**config.mk**
```make
export PLATFORM = sky130hd
export DESIGN_NAME = pattern_scan_ctrl_flat
export DESIGN_NICKNAME = d
export VERILOG_FILES = /design/src/rtl/pattern_scan_ctrl_if.sv /design/src/rtl/pattern_scan_ctrl.sv /design/src/flat_wrapper.sv
export SDC_FILE = /design/constraint.sdc
export NUM_CORES = 1
export LEC_CHECK = 0
export BUFFER_PORTS_ARGS = -buffer_cell sky130_fd_sc_hd__buf_2
export CORE_ASPECT_RATIO = 1.25
export CORE_MARGIN = 3
export CORE_UTILIZATION = 32
export CTS_BUF_LIST = sky130_fd_sc_hd__clkbuf_4 sky130_fd_sc_hd__clkbuf_8
export DETAILED_ROUTE_END_ITERATION = 6
export PLACE_DENSITY = 0.55
export SETUP_SLACK_MARGIN = 0.15
export SLEW_MARGIN = 20
export SYNTH_ARGS = -nofsm -noshare
export SYNTH_HDL_FRONTEND = slang
export SYNTH_SLANG_ARGS = --single-unit
```
**constraint.sdc**
```tcl
create_clock -name clk -period 1.76 [get_ports clk]
set_input_delay 0.264 -clock clk [delete_from_list [all_inputs] [get_ports clk]]
set_output_delay 0.264 -clock clk [all_outputs]
set_load 0.02 [all_outputs]
```
**src/rtl/pattern_scan_ctrl_if.sv**
```systemverilog
// Requester handshake and result bundle for pattern_scan_ctrl.
// Optional macro PATTERN_PROG_EN adds the programmable pattern input.
interface pattern_scan_ctrl_if;
    logic       req0_valid;
    logic [7:0] req0_data;
    logic       req0_ready;
    logic       req1_valid;
    logic [7:0] req1_data;
    logic       req1_ready;
    logic       busy;
    logic       grant;
    logic       serial_bit;
    logic       match;
    logic       done;
    logic [2:0] count;
`ifdef PATTERN_PROG_EN
    logic [3:0] pattern;

    modport master (
        output req0_valid, req0_data, req1_valid, req1_data, pattern,
        input  req0_ready, req1_ready, busy, grant, serial_bit,
        input  match, done, count
    );

    modport slave (
        input  req0_valid, req0_data, req1_valid, req1_data, pattern,
        output req0_ready, req1_ready, busy, grant, serial_bit,
        output match, done, count
    );
`else
    modport master (
        output req0_valid, req0_data, req1_valid, req1_data,
        input  req0_ready, req1_ready, busy, grant, serial_bit,
        input  match, done, count
    );

    modport slave (
        input  req0_valid, req0_data, req1_valid, req1_data,
        output req0_ready, req1_ready, busy, grant, serial_bit,
        output match, done, count
    );
`endif
endinterface

```
**src/rtl/pattern_scan_ctrl.sv**
```systemverilog
// Two-requester round-robin word serializer with a 4-bit Mealy pattern detector.
// Macro PATTERN_PROG_EN selects a programmable pattern; otherwise 4'b1101.
module pattern_scan_ctrl (
    input  logic                 clk,
    input  logic                 reset,
    pattern_scan_ctrl_if.slave   bus
);

    typedef enum logic [1:0] {
        S_IDLE   = 2'd0,
        S_SHIFT  = 2'd1,
        S_REPORT = 2'd2
    } state_t;

    state_t     r_state;
    state_t     w_next;
    logic [7:0] r_shreg;
    logic [3:0] r_window;
    logic [2:0] r_idx;
    logic [2:0] r_count;
    logic       r_grant;
    // 1 means req1 is favoured on a tie; reset value favours req0
    logic       r_prio;

    logic       w_win;
    logic       w_any;
    logic       w_hs;
    logic       w_ready0;
    logic       w_ready1;
    logic       w_sbit;
    logic       w_match;
    logic [3:0] w_cmp;
    logic [3:0] w_pat;
    logic [7:0] w_data;

`ifdef PATTERN_PROG_EN
    assign w_pat = bus.pattern;
`else
    assign w_pat = 4'b1101;
`endif

    assign w_any  = bus.req0_valid | bus.req1_valid;
    assign w_win  = bus.req1_valid & (~bus.req0_valid | r_prio);
    assign w_data = w_win ? bus.req1_data : bus.req0_data;
    assign w_cmp  = {r_window[2:0], r_shreg[7]};

    // State register
    always_ff @(posedge clk or posedge reset) begin
        if (reset) begin
            r_state <= S_IDLE;
        end else begin
            r_state <= w_next;
        end
    end

    // Next state, arbitration readies and detector outputs
    always_comb begin
        w_next   = r_state;
        w_ready0 = 1'b0;
        w_ready1 = 1'b0;
        w_sbit   = 1'b0;
        w_match  = 1'b0;
        unique case (r_state)
            S_IDLE: begin
                w_ready0 = w_any & ~w_win & ~reset;
                w_ready1 = w_any & w_win & ~reset;
                if (w_any) begin
                    w_next = S_SHIFT;
                end
            end
            S_SHIFT: begin
                w_sbit  = r_shreg[7];
                w_match = (r_idx >= 3'd3) && (w_cmp == w_pat);
                if (r_idx == 3'd7) begin
                    w_next = S_REPORT;
                end
            end
            S_REPORT: begin
                w_next = S_IDLE;
            end
            default: begin
                w_next = S_IDLE;
            end
        endcase
    end

    assign w_hs = w_ready0 | w_ready1;

    // Word capture on handshake, then shift/window/count during SHIFT
    always_ff @(posedge clk or posedge reset) begin
        if (reset) begin
            r_shreg  <= 8'd0;
            r_window <= 4'd0;
            r_idx    <= 3'd0;
            r_count  <= 3'd0;
            r_grant  <= 1'b0;
            r_prio   <= 1'b0;
        end else if (w_hs) begin
            r_shreg  <= w_data;
            r_window <= 4'd0;
            r_idx    <= 3'd0;
            r_count  <= 3'd0;
            r_grant  <= w_win;
            r_prio   <= ~w_win;
        end else if (r_state == S_SHIFT) begin
            r_shreg  <= {r_shreg[6:0], 1'b0};
            r_window <= w_cmp;
            r_idx    <= r_idx + 3'd1;
            if (w_match) begin
                r_count <= r_count + 3'd1;
            end
        end
    end

    assign bus.req0_ready = w_ready0;
    assign bus.req1_ready = w_ready1;
    assign bus.busy       = (r_state != S_IDLE);
    assign bus.done       = (r_state == S_REPORT);
    assign bus.serial_bit = w_sbit;
    assign bus.match      = w_match;
    assign bus.count      = r_count;
    assign bus.grant      = r_grant;

endmodule

```
**src/flat_wrapper.sv**
```systemverilog
// flat-port wrapper written by rule: the top's interface ports become plain ports
module pattern_scan_ctrl_flat 
  (clk, reset, bus_req0_valid, bus_req0_data, bus_req1_valid, bus_req1_data, bus_req0_ready, bus_req1_ready, bus_busy, bus_grant, bus_serial_bit, bus_match, bus_done, bus_count);
  pattern_scan_ctrl_if bus_i ();
  input  logic clk;
  input  logic reset;
  input wire logic [$bits(bus_i.req0_valid)-1:0] bus_req0_valid;
  input wire logic [$bits(bus_i.req0_data)-1:0] bus_req0_data;
  input wire logic [$bits(bus_i.req1_valid)-1:0] bus_req1_valid;
  input wire logic [$bits(bus_i.req1_data)-1:0] bus_req1_data;
  output wire logic [$bits(bus_i.req0_ready)-1:0] bus_req0_ready;
  output wire logic [$bits(bus_i.req1_ready)-1:0] bus_req1_ready;
  output wire logic [$bits(bus_i.busy)-1:0] bus_busy;
  output wire logic [$bits(bus_i.grant)-1:0] bus_grant;
  output wire logic [$bits(bus_i.serial_bit)-1:0] bus_serial_bit;
  output wire logic [$bits(bus_i.match)-1:0] bus_match;
  output wire logic [$bits(bus_i.done)-1:0] bus_done;
  output wire logic [$bits(bus_i.count)-1:0] bus_count;
  assign bus_i.req0_valid = bus_req0_valid;
  assign bus_i.req0_data = bus_req0_data;
  assign bus_i.req1_valid = bus_req1_valid;
  assign bus_i.req1_data = bus_req1_data;
  assign bus_req0_ready = bus_i.req0_ready;
  assign bus_req1_ready = bus_i.req1_ready;
  assign bus_busy = bus_i.busy;
  assign bus_grant = bus_i.grant;
  assign bus_serial_bit = bus_i.serial_bit;
  assign bus_match = bus_i.match;
  assign bus_done = bus_i.done;
  assign bus_count = bus_i.count;
  pattern_scan_ctrl u_core (.clk(clk), .reset(reset), .bus(bus_i));
endmodule
```
# Word level (Yosys, flattened, before mapping)

Index checks and enable logic that the tools add are counted.

Register bits: 21
Output and inout port bits: 10
Logic and storage cells: 51

$add $sub $neg: 2
$lt $le $gt $ge: 1
Equal/unequal tests: 6
Muxes and demuxes: 17
Bitwise gates (word level): 11
Reductions and logical operators: 7

Operators with widths:

| operator                                                                            | count |
|---|---|
| 8-bit 2-to-1 mux                                                                    | 3 |
| 3-bit 2-to-1 mux                                                                    | 7 |
| 3-bit by 1-bit adder with 3-bit output, second input constant                       | 2 |
| 2-bit nonzero test                                                                  | 3 |
| 1-bit AND                                                                           | 5 |
| 4-bit equality test, second input constant                                          | 1 |
| 1-bit 2-to-1 mux                                                                    | 4 |
| 2-bit 2-to-1 mux                                                                    | 2 |
| 2-bit by 1-bit != test with 1-bit output, second input constant                     | 2 |
| 2-bit case mux with 2 select lines                                                  | 1 |
| 2-bit AND reduction                                                                 | 2 |
| 3-bit equality test, second input constant                                          | 1 |
| 3-bit by 2-bit greater-or-equal comparator with 1-bit output, second input constant | 1 |
| 1-bit inverter                                                                      | 3 |
| 1-bit OR                                                                            | 3 |
| 2-bit by 1-bit equality test with 1-bit output, second input constant               | 1 |
| 2-bit equality test, second input constant                                          | 1 |
| 2-bit logical NOT                                                                   | 1 |
| 1-bit logical AND                                                                   | 1 |

# Longest topological paths before layout

Depth after elaboration: 10
Mapped depth: 6
Gate-level depth less buffers: 6

# Worst setup path after synthesis

OpenSTA, ideal clock, no wires.

Path kind: register -> register
From: register u_core.r_idx[0]
To: register u_core.r_count[2], in the netlist u_core.bus.count[2]
Data arrival time: 1.590 ns
Required time: 1.693 ns
Setup slack: 0.103 ns
Cell stages (with the launch flop): 7
Cell sequence: dfrtp_1 ha_1 ha_1 a211oi_1 nor4_4 a211o_1 nand2_1

Longest elaborated chain between the ends: 5

Ends and longest elaborated chain:

| element                                                      | line                     | source |
|---|---|---|
| start: declaration                                           | pattern_scan_ctrl.sv:19  | `logic [2:0] r_idx;` |
| start signal: assignment                                     | pattern_scan_ctrl.sv:108 | `r_idx <= r_idx + 3'd1;` |
| 3-bit by 2-bit greater-or-equal comparator with 1-bit output | pattern_scan_ctrl.sv:73  | `w_match = (r_idx >= 3'd3) && (w_cmp == w_pat);` |
| 1-bit logical AND                                            | pattern_scan_ctrl.sv:73  |  |
| 1-bit 2-to-1 mux                                             | pattern_scan_ctrl.sv:63  | `unique case (r_state)` |
| named net bus_match                                          | flat_wrapper.sv:16       | `output wire logic [$bits(bus_i.match)-1:0] bus_match;` |
| 2-bit nonzero test (no line)                                 | n/a                      |  |
| 2-bit AND reduction (no line)                                | n/a                      |  |
| end signal: assignment                                       | pattern_scan_ctrl.sv:110 | `r_count <= r_count + 3'd1;` |
| end: declaration                                             | pattern_scan_ctrl.sv:20  | `logic [2:0] r_count;` |

The timed path passes the listed nets, and every way through them passes these cells.
A chain may end at the register's enable or synchronous reset.

# Worst setup path in the final report

From: register u_core.r_idx[0]
To: output port bus_match

Longest elaborated chain between the ends: 3

Ends and longest elaborated chain:

| element                                                      | line |
|---|---|
| 3-bit by 2-bit greater-or-equal comparator with 1-bit output | pattern_scan_ctrl.sv:73 |
| 1-bit logical AND                                            | pattern_scan_ctrl.sv:73 |
| 1-bit 2-to-1 mux                                             | pattern_scan_ctrl.sv:63 |
| end: declaration                                             | flat_wrapper.sv:16 |

No other way between the ends.

==> results.md <==
- Status: complete, no violations
- Reg clk slew, reported paths: 0.08 ns
- Nets@finish: 187
- Synthesized net count: 141
- Synth area leader: dfrtp_1
- Pwr Density: 1510 nW/um2
- Placed Instances: 184
- Synth Register Bits: 21
- Port Buf Inserts: 29
- Final Util: 47.1%
- CP Launch Type: register
- 1st-pass router iterations: 4
- Layout cell share with drive strength beyond 1: 38.3%
- Top cell type's share of synthesized area: 47.7%
- Seq/Total Area, Yosys: 47.7%
- F_max: 0.588 GHz
- Final hold viol count: 0
- Clock buffer depth: 2
- First-pass GRT wire length: 4200 um
- Vias: 980
- Pleak: 0.772 nW
- Post-synth cell types: 29
- Initial antenna violation count: 0
- Die area: 4180 um2
- Syn Std Cell Area: 1100 um2
- Die Span X: 58.5 um
- Area added between synthesis and finish: 39.0%
- Tmin final: 1.70 ns
- Row cnt: 23
- Starting Density: 33.9%
- Max Fanout on Critical Path: 2
- Synth Instances: 117
- Num CTS Buffers: 3
- H-tree depth: 1
- Ys Warns: 0
- Core area: 3250 um2
- Post-Syn Area per Cell: 9.41 um2
- Detail Placement HPWL: 1770 um
- Setup crit end kind: primary output
- Worst slew margin: 50.5%
- # diodes: 0
- Drt wl/cell: 12.8 um
- Most common cell after layout, fill and taps aside: buf_2
- Placer Congestion: 0.693
- Gr ovfl total: 0
- Worst Max-Slew Pin Slew: 0.737 ns
- Max Cap Viol: 0
- Crit share post-route: 96.6%
- # IOs: 30
- Total GRT Usage: 12.8%
- Fin cells: 199
- Initial DRC count: 38
- Remaining DRCs: 0
- WL final: 2550 um
- Hold Crit Class: input pin to register
- Worst VDD drop: 719 uV
- CP arrival: 1.44 ns
- Finish-stage setup viols: 0
- Final ANT Viol Nets: 0
- Clock sink count: 21
- Vias per inst: 4.92
- Height of the die: 71.6 um
- Area contributors post-synth: dfrtp_1 48%, nand2_1 8.9%, mux2i_1 7.3%, a21oi_1 5.9%, ha_1 4.5%
- Worst-skew pair later-pin latency: 0.26 ns
- Req. time, crit path: 1.50 ns
- Setup TNS: 0 ns
- Number of fill cells in the layout: 331
- CTS tree: built
- RSZ-0062 raised after global routing: yes
- Pin count of the biggest net entering global routing: 16
- Crit Path Class: register to primary output
- Setup skew after layout: 0.000958 ns
- Root Driver: clkbuf_8
- Most frequent cells in the layout: 26 x buf_2, 25 x nand2_1, 18 x buf_4, 18 x dfrtp_1, 12 x a21oi_1
- Vias in the first global route: 966
- Slew Limit Fails: 0
- Final Power: 2.32 mW
## final cells by class
type	count	area, um2	share of cell area (%)
timing repair buffer	46	287	18.7
inverter	5	18.8	1.23
sequential	21	529	34.6
clock buffer	4	48.8	3.19
tap	37	46.3	3.03
multi-input combinational	86	601	39.2
## worst max-delay path: stages (launching register included)
cell and delay, ns:
dfrtp_2 0.43, ha_4 0.17, ha_4 0.16, a211oi_4 0.20, nor4_4 0.06, buf_4 0.16
## final timing paths
path                                                   start                         endpoint  slack, ns  cells past startpoint
worst max-delay path             u_core.r_idx[0]$_DFFE_PP0P_                        bus_match       0.06                      5
worst min-delay path                          bus_req1_valid        u_core.r_prio$_DFFE_PP0P_       0.27                      2
worst max register to register   u_core.r_idx[0]$_DFFE_PP0P_  u_core.bus.count[1]$_DFFE_PP0P_       0.23                      8
worst min register to register  u_core.bus.grant$_DFFE_PP0P_     u_core.bus.grant$_DFFE_PP0P_       0.48                      1
max in group asynchronous                              reset    u_core.r_shreg[1]$_DFFE_PP0P_       0.74                      4
min in group asynchronous                              reset      u_core.r_idx[1]$_DFFE_PP0P_       0.53                      3
## what timing repair did
item                       in CTS  in global routing
setup endpoints to repair       4                  5
hold endpoints to repair        6                  0
pin swaps                       6                  2
hold buffers                    1                  0
buffers inserted                8                  2
gates resized for setup        13                  4
## metrics by stage
step | instance area [um2] | hold WS [ns] | setup WS, ns
final | 1530 | 0.270 | 0.0605
after global routing | 1530 | 0.286 | 0.00395
after CTS | 1500 | 0.256 | 0.00938
after detailed placement | 1330 | 0.247 | 0.0706
after global placement | 1330 | 0.241 | 0.139
after floorplan | 1110 | 0.241 | 0.185
## registers in the layout, indices dropped and copies added (netlist names)
signal and flops:
u_core.r_idx 3, u_core.bus.grant 1, u_core.bus.count 3, u_core.r_window 3, u_core.r_state 2, u_core.r_prio 1
u_core.r_shreg 8
## routing by layer
layer / share of wire [%] / global-route usage [%] / vias up / routed length [um]
li1: - / - / 486 / -
met1: 43 / 17.2 / 469 / 1090
met2: 51 / 20.7 / 23 / 1310
met3: 5.4 / 2.52 / 2 / 139
met4: 0.39 / 3.87 / 0 / 10
met5: 0 / 0 / - / 0
## power by group
group          switching [mW]  internal [mW]  leakage [nW]  total, mW
clock network           0.155          0.177        0.0262      0.332
logic                   0.581          0.551         0.483       1.13
registers               0.165          0.690         0.263      0.854
## logic make-up (layout without fill, tap and decap cells)
logic type / after synthesis / after routing / share of synthesized area (%)
AOI/OAI and AO/OA: 24 / 24 / 12.5
xor gates and xnor gates: 2 / 2 / 1.59
muxes: 8 / 8 / 7.27
buffers and inverters: 10 / 55 / 3.75
DFF: 21 / 21 / 47.7
and+or+nand+nor: 48 / 48 / 22.6
adders and majority gates: 4 / 4 / 4.55
## synthesized netlist by cell type
| cell type | instances |
|---|---|
| a211oi_1 | 3 |
| and2_1 | 1 |
| o21a_1 | 1 |
| nor2_1 | 3 |
| nor3_2 | 1 |
| nor4_4 | 1 |
| and3_1 | 7 |
| nor3_1 | 2 |
| buf_2 | 3 |
| mux2i_1 | 8 |
| clkbuf_1 | 2 |
| nor2b_1 | 1 |
| a31oi_1 | 1 |
| o21ai_1 | 1 |
| a21o_1 | 1 |
| nand3_1 | 1 |
| or2_2 | 1 |
| nand3b_2 | 1 |
| nand4_1 | 1 |
| and2b_1 | 1 |
| a211o_1 | 1 |
| nand2_1 | 26 |
| a21oi_1 | 13 |
| xnor2_1 | 2 |
| ha_1 | 4 |
| o21ai_0 | 3 |
| nand2b_1 | 1 |
| inv_1 | 5 |
| dfrtp_1 | 21 |
Note: power is estimated with default switching activity, not from simulation.
